**config.mk**
```make
export PLATFORM = sky130hd
export DESIGN_NAME = dla_response_compactor
export DESIGN_NICKNAME = d
export VERILOG_FILES = /design/src/rtl/dla_rand_pkg.sv /design/src/rtl/dla_misr.sv /design/src/rtl/dla_response_compactor.sv
export SDC_FILE = /design/constraint.sdc
export NUM_CORES = 1
export LEC_CHECK = 0
export CAP_MARGIN = 25
export CELL_PAD_IN_SITES_DETAIL_PLACEMENT = 0
export CELL_PAD_IN_SITES_GLOBAL_PLACEMENT = 1
export CORE_ASPECT_RATIO = 1.25
export CORE_MARGIN = 1.5
export CORE_UTILIZATION = 34
export CTS_CLUSTER_DIAMETER = 120
export DETAILED_ROUTE_END_ITERATION = 16
export PLACE_DENSITY = 0.76
export SLEW_MARGIN = 30
export SYNTH_ARGS = -nofsm -noshare
export SYNTH_HDL_FRONTEND = slang
export SYNTH_HIERARCHICAL = 1
export SYNTH_SLANG_ARGS = --single-unit
export TNS_END_PERCENT = 30
```
**constraint.sdc**
```tcl
create_clock -name clk -period 1.7 [get_ports clk]
set_input_delay 0.17 -clock clk [delete_from_list [all_inputs] [get_ports clk]]
set_output_delay 0.17 -clock clk [all_outputs]
set_load 0.03 [all_outputs]
```
**src/rtl/dla_rand_pkg.sv**
```systemverilog
// Shared types and defaults for the DLA random-stimulus/response slice.
// State encoding puts busy/done on dedicated state bits.
package dla_rand_pkg;

    localparam int SIG_WIDTH_DEF = 16;
    localparam logic [15:0] SEED_DEF = 16'hACE1;
    localparam logic [15:0] POLY_DEF = 16'hB400;

    typedef enum logic [1:0] {
        ST_IDLE    = 2'b00,
        ST_COLLECT = 2'b01,
        ST_DONE    = 2'b10
    } state_e;

endpackage

```
**src/rtl/dla_misr.sv**
```systemverilog
// Galois MISR signature register with synchronous load and step enable.
// Load (or reset) wins over step.
module dla_misr
    import dla_rand_pkg::*;
#(
    parameter int SIG_WIDTH = SIG_WIDTH_DEF,
    parameter logic [SIG_WIDTH-1:0] POLY = SIG_WIDTH'(POLY_DEF),
    parameter logic [SIG_WIDTH-1:0] SEED = SIG_WIDTH'(SEED_DEF)
) (
    input  logic                 clk,
    input  logic                 rst,
    input  logic                 load,
    input  logic                 step,
    input  logic [SIG_WIDTH-1:0] data,
    output logic [SIG_WIDTH-1:0] sig
);

    logic [SIG_WIDTH-1:0] fb_mask;
    logic [SIG_WIDTH-1:0] sig_next;

    // Shift left, fold the MSB back through the polynomial, inject data
    always_comb begin
        fb_mask  = sig[SIG_WIDTH-1] ? POLY : '0;
        sig_next = {sig[SIG_WIDTH-2:0], 1'b0} ^ fb_mask ^ data;
    end

    // Signature register: reseed on reset/load, advance on step
    always_ff @(posedge clk) begin
        if (rst || load) begin
            sig <= SEED;
        end else if (step) begin
            sig <= sig_next;
        end
    end

endmodule

```
**src/rtl/dla_response_compactor.sv**
```systemverilog
// Compacts DLA dummy-output beats into a MISR signature over a fixed
// window of valid beats; an idle timeout ends a stalled run.
module dla_response_compactor
    import dla_rand_pkg::*;
#(
    parameter int NUM_LANES = 12,
    parameter int SIG_WIDTH = SIG_WIDTH_DEF,
    parameter int WINDOW    = 256,
    parameter int TIMEOUT   = 1024,
    parameter logic [SIG_WIDTH-1:0] SEED = SIG_WIDTH'(SEED_DEF),
    parameter logic [SIG_WIDTH-1:0] POLY = SIG_WIDTH'(POLY_DEF)
) (
    input  logic                 clk,
    input  logic                 rst,
    input  logic                 i_start,
    input  logic [NUM_LANES-1:0] i_lanes,
    input  logic                 i_valid,
    output logic [SIG_WIDTH-1:0] o_signature,
    output logic [15:0]          o_beat_count,
    output logic                 o_busy,
    output logic                 o_done,
    output logic                 o_timeout
);

    localparam int IDLE_W = $clog2(TIMEOUT + 1);

    if (NUM_LANES > SIG_WIDTH) begin : g_chk_lanes
        $error("NUM_LANES must not exceed SIG_WIDTH");
    end
    if (WINDOW < 1) begin : g_chk_window
        $error("WINDOW must be at least 1");
    end
    if (TIMEOUT < 1) begin : g_chk_timeout
        $error("TIMEOUT must be at least 1");
    end

    state_e              state;
    logic [15:0]         count;
    logic [IDLE_W-1:0]   idle;
    logic                tmo_q;

    logic                collect;
    logic                beat;
    logic                beat_last;
    logic                idle_hit;
    logic [15:0]         count_inc;

    // Beat acceptance and run-termination decode
    always_comb begin
        collect   = (state == ST_COLLECT);
        beat      = collect && i_valid && !i_start;
        count_inc = (count == 16'hFFFF) ? count : count + 16'd1;
        beat_last = beat && (({1'b0, count} + 17'd1) == 17'(WINDOW));
        idle_hit  = collect && !i_valid && !i_start
                    && (idle == IDLE_W'(TIMEOUT - 1));
    end

    // Run FSM with beat and idle counters; start restarts from any state
    always_ff @(posedge clk) begin
        if (rst) begin
            state <= ST_IDLE;
            count <= '0;
            idle  <= '0;
            tmo_q <= 1'b0;
        end else if (i_start) begin
            state <= ST_COLLECT;
            count <= '0;
            idle  <= '0;
            tmo_q <= 1'b0;
        end else begin
            unique case (state)
                ST_COLLECT: begin
                    if (i_valid) begin
                        count <= count_inc;
                        idle  <= '0;
                        if (beat_last) begin
                            state <= ST_DONE;
                        end
                    end else begin
                        idle <= idle + IDLE_W'(1);
                        if (idle_hit) begin
                            state <= ST_DONE;
                            tmo_q <= 1'b1;
                        end
                    end
                end
                default: begin
                end
            endcase
        end
    end

    dla_misr #(
        .SIG_WIDTH (SIG_WIDTH),
        .POLY      (POLY),
        .SEED      (SEED)
    ) u_misr (
        .clk  (clk),
        .rst  (rst),
        .load (i_start),
        .step (beat),
        .data (SIG_WIDTH'(i_lanes)),
        .sig  (o_signature)
    );

    assign o_beat_count = count;
    assign o_busy       = state[0];
    assign o_done       = state[1];
    assign o_timeout    = tmo_q;

endmodule

```
==> flow_summary.yaml <==
timing:
  setup_viol: 2
  rsz0062_at_grt: "true"
  period_share_pct: 101
  final-max-slew-violation-count: 0
  hold_ws_ns: 0.475
  hold_viol: 0
  fin_crit_ns: 1.71
  clock.fmax_ghz: 0.583
  setup_ws_ns: -0.0149
  finClkSkew_ns: 0.0104
logic_synthesis:
  synth_area_leaders: "dfxtp_1, nor2_1, xnor2_1"
  synth_compound_area_share_pct: 11.5
  yosys.area_share.simple_pct: 27.1
  synth_cells: 259
  syn_area_per_cell_um2: 8.80
  synth_cell_types: 47
  yosys_warnings: 6
  muxShareOfSynthArea_pct: 1.76
  synth_edf_count: 0
  synth.top_cell.area_share_pct: 40.4
  ys_seq_area_share_pct: 40.4
  ys_ff_latch: 46
  async_reset_ff_share_pct: 0
  synth_area_leader_cell: "dfxtp_1"
  synthXorXnorAreaFrac_pct: 15.3
  synth_area_um2: 2280
  synthAdderAreaFrac_pct: 1.10
  ys.flop_type: "dfxtp_1"
  synth_top_family_by_area: "simple AND/OR/NAND/NOR gates"
worst_setup_path:
  cp_max_fo: 4
  cp-start-kind: "register"
  cp_cell_sequence: "ha_4, nand3_4, nor3_4, xnor2_2, nand3_2, nor4b_4, o31a_1"
  crit_type: "reg -> reg"
  worstPathRequired_ns: 1.94
  cp-end-kind: "register"
  cp_num_buf_inv: 0
  crit_family: "simple AND/OR/NAND/NOR gates"
  slowest_delay_ns: 0.38
  crit_slowest_cell: "dfxtp_4"
  cp_data_arrival_time_ns: 1.95
clock_network:
  cts_buffers: 5
  cts-root-buf: "clkbuf_8"
  clk_latency_ns: 0.30
  cts_sinks: 46
  cts_tree: "yes"
  cts_max_path_buffers: 2
  h-tree-depth: 2
  path_clk_slew_ns: 0.09
cells_and_area:
  diodes: 0
  layout.cells.non_filler: 427
  syn_to_final_growth_pct: 46.5
  nFillCells: 645
  drive_gt1_share_pct: 23.2
  multi_input_area_um2: 1410
  register_area_um2: 957
  finalNetCount: 358
  fin_util_pct: 51.2
  mostFrequentLayoutCell: "nor2_1"
  layout_common_cells: "nor2_1, clkdlybuf4s50_1, dfxtp_1, buf_4, nand2_1"
grt:
  grt_use_total_pct: 15.5
  gr-total-overflow: 0
  antenna_found_initial: 0
  grt_pass1_vias: 1957
  grt_max_degree: 24
  grt_pass1_wl_mm: 9.03
power_and_ir_drop:
  ir_worst_vdd_mv: 0.373
  p_leak_nw: 1.26
  powerDensity_nw_per_um2: 622
detailed_routing:
  drt_first_pass_iters: 4
  wirelength_mm: 5.38
  viasPerCell: 4.75
  drcViolationCount: 0
  num_vias: 2029
  drt_first_iter_violations: 96
  drtAntennaViolNets: 0
  wl_per_cell_um: 12.6
status:
  violations: "setup timing"
  status: "finished with violations"
job:
  cap_violations: 0
placement:
  pre_cts_slack_ns: -0.0224
  hpwl_mm: 3.94
  dp_cells: 418
  gp_congestion: 0.782
  io_buffers: 50
floorplan:
  dieArea_um2: 7200
  die_x_um: 76.2
  io_pins: 51
  num_rows: 33
  initial_core_util_pct: 34.9
  fp.coreArea_um2: 6520
  die_h_um: 94.5
worst_hold_path:
  hold_class: "in -> reg"
## synth_stat cells (2+ instances only)
library cell and instances:
a211oi_1 7, a21oi_1 11, and3_1 7, and4_4 2, buf_2 3, buf_4 2, clkbuf_1 2, dfxtp_1 46
ha_1 2, inv_1 2, mux2i_1 4, nand2_1 22, nand3_1 7, nand3_2 2, nand4_1 3, nor2_1 49
nor3_1 7, nor4_1 2, o21ai_0 12, or2_2 2, or3_1 4, xnor2_1 19, xor2_1 18
## through the flow
stage          setup TNS (ns)  power (mW)  instance area (um^2)
3_3_place_gp         -0.00435        1.32                  3130
4_1_cts              -0.00208        2.11                  3270
5_1_grt                -0.488        2.16                  3340
6_report              -0.0291        2.08                  3340
3_5_place_dp          -0.0567        1.33                  3130
2_1_floorplan        -0.00126        1.23                  2360
## metal layers
layer / global-route usage, % / wire [um] / vias up
met5: 0 / 0 / -
met1: 18.3 / 2330 / 916
met4: 2.47 / 42 / 0
met2: 28.1 / 2700 / 54
met3: 4.64 / 318 / 7
li1: - / - / 1052
## final timing paths
kind | end | slack, ns | startpoint | cells past startpoint
setup / recovery | state[1] | -0.01 | o_beat_count[0] | 7
hold / removal | u_misr/sig[0] | 0.47 | i_lanes[0] | 3
setup reg to reg | state[1] | -0.01 | o_beat_count[0] | 7
hold reg to reg | idle[6] | 0.49 | idle[6] | 2
## what timing repair did
item | in CTS | in global routing
gates resized for setup | 7 | 14
hold buffers | 0 | 0
buffers inserted | 0 | 2
endpoints found under the setup margin | 3 | 20
pin swaps | 0 | 10
## registers in the layout, indices dropped and copies added, names as in the netlist
| signal | count |
|---|---|
| o_beat_count | 16 |
| u_misr/sig | 16 |
| o_timeout | 1 |
| state | 2 |
| idle | 11 |
## cell families (layout without fill, tap and decap cells)
group | count (synthesis) | in the layout
XOR/XNOR | 38 | 38
multiplexers | 4 | 4
AND/OR/NAND/NOR | 118 | 118
buffers and inverters | 11 | 89
flip-flops | 46 | 46
AO/OA/AOI/OAI | 39 | 39
other | 1 | 4
adder cells (fa/ha/maj) | 2 | 2
## worst register-to-register path: cells and delay by family, from the launching register on
kind                     cells  cell delay [ns]
AND/OR/NAND/NOR              4             0.80
flip-flops                   1             0.38
AO/OA/AOI/OAI                1             0.17
adder cells (fa/ha/maj)      1             0.16
XOR/XNOR                     1             0.16
## area by class of cell
cell class                 instances  area share, %
multi-input combinational        205           42.4
sequential                        46           28.7
clock buffer                       7           3.22
inverter                           2          0.225
timing repair buffer              80           22.3
tap                               87           3.26
## power breakdown
| part | internal (mW) | total (mW) | switching (mW) |
|---|---|---|---|
| Sequential | 1.08 | 1.09 | 0.0115 |
| Combinational | 0.101 | 0.204 | 0.103 |
| Clock | 0.412 | 0.784 | 0.372 |
No activity file was read; power rests on OpenSTA's default activity.
